===== config.mk =====
export PLATFORM = sky130hd
export DESIGN_NAME = exe_muldiv_unit
export DESIGN_NICKNAME = d
export VERILOG_FILES = /design/src/rtl/exe_muldiv_unit.sv
export SDC_FILE = /design/constraint.sdc
export NUM_CORES = 1
export LEC_CHECK = 0
export CELL_PAD_IN_SITES_DETAIL_PLACEMENT = 1
export CELL_PAD_IN_SITES_GLOBAL_PLACEMENT = 1
export CORE_ASPECT_RATIO = 0.9
export CORE_MARGIN = 10
export CORE_UTILIZATION = 48
export CTS_CLUSTER_DIAMETER = 60
export DETAILED_ROUTE_END_ITERATION = 8
export PLACE_DENSITY = 0.95
export SETUP_SLACK_MARGIN = 0.4
export SYNTH_ARGS = -nofsm -noshare
export SYNTH_HDL_FRONTEND = slang
export SYNTH_SLANG_ARGS = --single-unit

===== constraint.sdc =====
create_clock -name clk -period 8.15 [get_ports clk]
set_input_delay 0.815 -clock clk [delete_from_list [all_inputs] [get_ports clk]]
set_output_delay 0.815 -clock clk [all_outputs]
set_load 0.03 [all_outputs]

===== src/rtl/exe_muldiv_unit.sv =====
// Execute-stage radix-2 multiply/divide unit holding the architectural HI/LO registers.
// Latency: MUL/DIV 33 cycles busy after accept (iterations plus a sign-fix cycle), done pulses the cycle after; MTHI/MTLO update in 1 cycle.
// Backpressure: busy stalls the ID/EX stage; start is ignored unless IDLE; flush aborts in-flight work.
// Optional: define MULDIV_EARLY_OUT_EN to end multiplication once the remaining multiplier bits are zero.
module exe_muldiv_unit #(
  parameter int WIDTH = 32,
  parameter int CNT_W = 6
) (
  input  logic             clk,
  input  logic             rst,
  input  logic             start,
  input  logic [2:0]       op,
  input  logic [WIDTH-1:0] src_a,
  input  logic [WIDTH-1:0] src_b,
  input  logic             flush,
  output logic             busy,
  output logic             done,
  output logic             div0,
  output logic [WIDTH-1:0] hi,
  output logic [WIDTH-1:0] lo
);

  localparam logic [2:0] OP_MULT  = 3'b000;
  localparam logic [2:0] OP_MULTU = 3'b001;
  localparam logic [2:0] OP_DIV   = 3'b010;
  localparam logic [2:0] OP_DIVU  = 3'b011;
  localparam logic [2:0] OP_MTHI  = 3'b100;
  localparam logic [2:0] OP_MTLO  = 3'b101;

  localparam logic [CNT_W-1:0] LAST_ITER = CNT_W'(WIDTH - 1);

  typedef enum logic [1:0] {
    S_IDLE = 2'd0,
    S_MUL  = 2'd1,
    S_DIV  = 2'd2,
    S_FIX  = 2'd3
  } state_t;

  state_t               state_q,  state_d;
  logic [CNT_W-1:0]     cnt_q,    cnt_d;
  // MUL: shifting multiplicand. DIV: low half holds the divisor.
  logic [2*WIDTH-1:0]   mcand_q,  mcand_d;
  // MUL: shifting multiplier. DIV: dividend shifting out, quotient shifting in.
  logic [WIDTH-1:0]     mplier_q, mplier_d;
  // MUL: product accumulator. DIV: low half holds the partial remainder.
  logic [2*WIDTH-1:0]   acc_q,    acc_d;
  logic                 neg_q,    neg_d;     // negate product / quotient at FIX
  logic                 rneg_q,   rneg_d;    // negate remainder at FIX
  logic                 is_div_q, is_div_d;
  logic                 dz_q,     dz_d;      // divide-by-zero pending
  logic [WIDTH-1:0]     hi_q,     hi_d;
  logic [WIDTH-1:0]     lo_q,     lo_d;
  logic                 done_q,   done_d;
  logic                 div0_q,   div0_d;

  // Operand magnitudes: only the signed ops (op[0]==0) take absolute values.
  logic             signed_op;
  logic             a_neg, b_neg;
  logic [WIDTH-1:0] a_mag, b_mag;

  assign signed_op = ~op[0];
  assign a_neg     = signed_op & src_a[WIDTH-1];
  assign b_neg     = signed_op & src_b[WIDTH-1];
  assign a_mag     = a_neg ? -src_a : src_a;
  assign b_mag     = b_neg ? -src_b : src_b;

  // Restoring division step: shift {rem,quo} left by one and trial-subtract the divisor.
  // The partial remainder is always below the divisor, so the shifted value fits in WIDTH+1 bits.
  logic [WIDTH:0]   rem_sh;
  logic [WIDTH:0]   rem_sub;
  logic             q_bit;
  logic [WIDTH-1:0] rem_next;
  logic             unused_rem_msb;

  assign rem_sh         = {acc_q[WIDTH-1:0], mplier_q[WIDTH-1]};
  assign q_bit          = (rem_sh >= {1'b0, mcand_q[WIDTH-1:0]});
  assign rem_sub        = rem_sh - {1'b0, mcand_q[WIDTH-1:0]};
  assign rem_next       = q_bit ? rem_sub[WIDTH-1:0] : rem_sh[WIDTH-1:0];
  assign unused_rem_msb = rem_sub[WIDTH];

  // Sign-corrected results written at FIX.
  logic [2*WIDTH-1:0] prod_fix;
  logic [WIDTH-1:0]   quo_fix;
  logic [WIDTH-1:0]   rem_fix;

  assign prod_fix = neg_q  ? -acc_q            : acc_q;
  assign quo_fix  = neg_q  ? -mplier_q         : mplier_q;
  assign rem_fix  = rneg_q ? -acc_q[WIDTH-1:0] : acc_q[WIDTH-1:0];

  // Next-state and datapath: accept in IDLE, iterate in MUL/DIV, commit in FIX; flush overrides all.
  always_comb begin
    state_d  = state_q;
    cnt_d    = cnt_q;
    mcand_d  = mcand_q;
    mplier_d = mplier_q;
    acc_d    = acc_q;
    neg_d    = neg_q;
    rneg_d   = rneg_q;
    is_div_d = is_div_q;
    dz_d     = dz_q;
    hi_d     = hi_q;
    lo_d     = lo_q;
    done_d   = 1'b0;
    div0_d   = 1'b0;

    unique case (state_q)
      S_IDLE: begin
        if (start && !flush) begin
          case (op)
            OP_MTHI: hi_d = src_a;
            OP_MTLO: lo_d = src_a;
            OP_MULT, OP_MULTU: begin
              mcand_d  = {{WIDTH{1'b0}}, a_mag};
              mplier_d = b_mag;
              acc_d    = '0;
              cnt_d    = '0;
              neg_d    = a_neg ^ b_neg;
              rneg_d   = 1'b0;
              is_div_d = 1'b0;
              dz_d     = 1'b0;
              state_d  = S_MUL;
            end
            OP_DIV, OP_DIVU: begin
              is_div_d = 1'b1;
              acc_d    = '0;
              cnt_d    = '0;
              if (src_b == '0) begin
                dz_d    = 1'b1;
                state_d = S_FIX;
              end else begin
                dz_d     = 1'b0;
                mplier_d = a_mag;
                mcand_d  = {{WIDTH{1'b0}}, b_mag};
                neg_d    = a_neg ^ b_neg;
                rneg_d   = a_neg;
                state_d  = S_DIV;
              end
            end
            default: ;
          endcase
        end
      end

      S_MUL: begin
        if (mplier_q[0]) acc_d = acc_q + mcand_q;
        mcand_d  = mcand_q << 1;
        mplier_d = mplier_q >> 1;
        cnt_d    = cnt_q + 1'b1;
        if (cnt_q == LAST_ITER) state_d = S_FIX;
`ifdef MULDIV_EARLY_OUT_EN
        if ((mplier_q >> 1) == '0) state_d = S_FIX;
`endif
      end

      S_DIV: begin
        acc_d    = {{WIDTH{1'b0}}, rem_next};
        mplier_d = {mplier_q[WIDTH-2:0], q_bit};
        cnt_d    = cnt_q + 1'b1;
        if (cnt_q == LAST_ITER) state_d = S_FIX;
      end

      S_FIX: begin
        state_d = S_IDLE;
        done_d  = 1'b1;
        if (dz_q) begin
          div0_d = 1'b1;
        end else if (is_div_q) begin
          hi_d = rem_fix;
          lo_d = quo_fix;
        end else begin
          hi_d = prod_fix[2*WIDTH-1:WIDTH];
          lo_d = prod_fix[WIDTH-1:0];
        end
      end

      default: state_d = S_IDLE;
    endcase

    if (flush && (state_q != S_IDLE)) begin
      state_d = S_IDLE;
      hi_d    = hi_q;
      lo_d    = lo_q;
      done_d  = 1'b0;
      div0_d  = 1'b0;
    end
  end

  // State and datapath registers with synchronous reset.
  always_ff @(posedge clk) begin
    if (rst) begin
      state_q  <= S_IDLE;
      cnt_q    <= '0;
      mcand_q  <= '0;
      mplier_q <= '0;
      acc_q    <= '0;
      neg_q    <= 1'b0;
      rneg_q   <= 1'b0;
      is_div_q <= 1'b0;
      dz_q     <= 1'b0;
      hi_q     <= '0;
      lo_q     <= '0;
      done_q   <= 1'b0;
      div0_q   <= 1'b0;
    end else begin
      state_q  <= state_d;
      cnt_q    <= cnt_d;
      mcand_q  <= mcand_d;
      mplier_q <= mplier_d;
      acc_q    <= acc_d;
      neg_q    <= neg_d;
      rneg_q   <= rneg_d;
      is_div_q <= is_div_d;
      dz_q     <= dz_d;
      hi_q     <= hi_d;
      lo_q     <= lo_d;
      done_q   <= done_d;
      div0_q   <= div0_d;
    end
  end

  assign busy = (state_q != S_IDLE);
  assign done = done_q;
  assign div0 = div0_q;
  assign hi   = hi_q;
  assign lo   = lo_q;

endmodule

==> results.yml <==
status:
  outcome: "completed"
synth:
  synth-warning-count: 0
  synth-edff-count: 0
  synth-async-reset-ratio_pct: 0
  post-synth-top-count-cell: "nand2_1"
  synth.area.top_cells: "dfxtp_1 23%, ha_1 6.4%, nand2_1 6.0%"
  yosysSeqAreaShare_pct: 23.3
  synth_common_cells: "325 x nand2_1, 238 x dfxtp_1, 237 x nor2_1, 231 x a21oi_1, 199 x o21ai_0"
  syn_avg_cell_area_um2: 7.34
  syn_area_mm2: 0.0205
  synth_ff_type: "dfxtp_1"
  netlist_instances: 2791
  synthesis.nets: 2968
  yosysTopAreaCell: "dfxtp_1"
  ys_ff_latch: 238
  netlist.area_leader.share_pct: 23.3
  synthDistinctLibCells: 85
routing:
  drtIter0Drc: 2523
  vias: 22700
  avgViaCountPerCell: 6.83
  wl_per_cell_um: 26.5
  wl_um: 88200
  dr.pass1.iters: 8
  drc_errors: 0
  ant_nets: 0
job:
  drv_cap: 0
clock_tree:
  cts-root-buf: "clkbuf_16"
  htreeDepth: 1
  clkLatencyLatePin_ns: 0.60
  clk_pin_slew_ns: 0.06
  cts_buffer_depth: 3
  cts_tree: "yes"
  post_cts.repair.setup_buffers: 0
  cts_buffers: 30
  cts.sinks: 238
  postCtsHoldBufs: 0
  post_cts_resized: 0
global_route:
  track_usage_pct: 32.8
  antenna_found_initial: 2
  grt_pass1_vias: 22600
  grt_first_pass_wirelength_um: 135000
  grt_max_degree: 103
  overflow: 0
setup_path:
  cp.arrival_ns: 4.84
  critPathMaxFanout: 10
  path_delay_family: "compound AO/OA/AOI/OAI gates"
  end_kind: "register"
  start_kind: "register"
  crit_chain: "ha_1 -> and4_1 -> and4_1 -> o2111ai_1 -> a21oi_1 -> o21ai_0 -> nand3_1 -> a41oi_1 -> nor4_1 -> mux2_2 -> o22ai_1"
  cp_slowest_cell: "dfxtp_1"
  max_stage_delay_ns: 0.73
  path_class: "register to register"
  path_common_cell: "and4_1"
  critPathBufInv: 0
  cp.required_ns: 8.64
floorplan:
  rows: 71
  die-width_um: 238
  initial_core_util_pct: 48.8
  fp.coreArea_mm2: 0.0420
  die_height_um: 216
  die-area_mm2: 0.0514
  io_pins: 138
final_layout:
  layout.cells.non_filler: 3331
  area.sequential_mm2: 0.00477
  fillCellCount: 5253
  syn_to_final_growth_pct: 11.5
  fin_nets: 2937
  drive_gt1_share_pct: 4.64
  multi_input_area_mm2: 0.0146
power_and_ir_drop:
  power.density_mw_per_mm2: 263
  ir_drop_mv: 0.255
  p_leak_uw: 0.00842
placement:
  place.port_buffers: 137
  place_inst: 3275
  gp_congestion: 0.976
  dp_hpwl_um: 66400
  preCtsSetupSlack_ns: 3.41
timing:
  hold_violations: 0
  fin_ws_ns: 3.80
  rsz0062_at_grt: "false"
  worst-slew-pin-transition_ns: 1.29
  finalCritPeriodShare_pct: 53.4
  finalSetupViolCount: 0
  maxSlewViolCount: 0
  final.setup.tns_ns: 0
  fin_skew_ns: 0.0159
  period_needed_ns: 4.35
  slew_headroom_pct: 13.5
  max_freq_ghz: 0.230
min_path:
  min_path_type: "register to register"
[worst reg2reg max path, cell delays in order, from the launching register on]
cell       delay (ns)
dfxtp_1          0.73
ha_1             0.34
and4_1           0.26
and4_1           0.22
o2111ai_1        0.35
a21oi_1          0.54
o21ai_0          0.16
nand3_1          0.26
a41oi_1          0.31
nor4_1           0.53
mux2_2           0.40
o22ai_1          0.13
[flip-flops by register name (all words and copies together), names as in the netlist, 2 cells and up]
| register | cells |
|---|---|
| mcand_q | 64 |
| state_q | 2 |
| lo | 32 |
| mplier_q | 32 |
| cnt_q | 6 |
| acc_q | 64 |
| hi | 32 |
[power breakdown]
| group | switching [µW] | internal [µW] |
|---|---|---|
| clock network | 585 | 797 |
| logic | 1980 | 1030 |
| registers | 277 | 1330 |
[worst paths after layout]
kind               startpoint          end  slack (ns)  cells after the start
hold reg to reg   mcand_q[37]  mcand_q[37]        0.48                      2
setup reg to reg    acc_q[11]    acc_q[63]        3.80                     11
setup / recovery    acc_q[11]    acc_q[63]        3.80                     11
hold / removal    mcand_q[37]  mcand_q[37]        0.48                      2
[area by class of cell]
type / instances / share of cell area (%)
repair buffers: 164 / 6.89
diodes: 1 / 0.0110
well taps: 547 / 2.99
clock buffers: 42 / 3.75
clock inverters: 13 / 0.635
multi-input cells: 2257 / 63.7
flip-flops and latches: 238 / 20.9
inverters: 69 / 1.13
[stage by stage]
| stage | hold WS (ns) | instance area (µm²) | total power, µW | utilization (%) |
|---|---|---|---|---|
| after floorplan | 0.449 | 20500 | 3540 | - |
| after global placement | 0.444 | 21800 | 4360 | 52.0 |
| after detailed placement | 0.468 | 21800 | 4510 | 52.0 |
| after CTS | 0.477 | 22800 | 5900 | 54.4 |
| after global routing | 0.503 | 22800 | 6280 | 54.4 |
| final | 0.475 | 22900 | 6000 | 54.4 |
[cell families after synthesis]
family          Yosys count  share of synthesized area, %
compound gates          944                          30.5
xor+xnor                265                          11.3
fa+ha+maj               106                          6.55
buf+inv                 296                          6.00
flops                   238                          23.3
mux                      19                          1.04
simple gates            923                          21.3
[per-layer routing]
layer / GRT usage (%) / wire, µm / vias to the layer above
li1: - / - / 10100
met1: 42.6 / 36200 / 11200
met2: 50.7 / 38700 / 1168
met3: 8.43 / 9600 / 226
met4: 13.4 / 3630 / 4
met5: 0 / 25 / -
[placed cells by master (no fill, tap or decap), drive strengths merged, types with 51 or more instances in the layout]
cell type      count
nor2             239
nand2            325
o211ai            76
a211oi            77
inv               69
dfxtp            238
o21ai            202
nor3              58
xnor2            137
ha               104
xor2             128
clkdlybuf4s50    136
nand2b            51
a311oi            52
nand3             65
a21oi            231
a21o              64
Power figures use the tool's default switching activity.
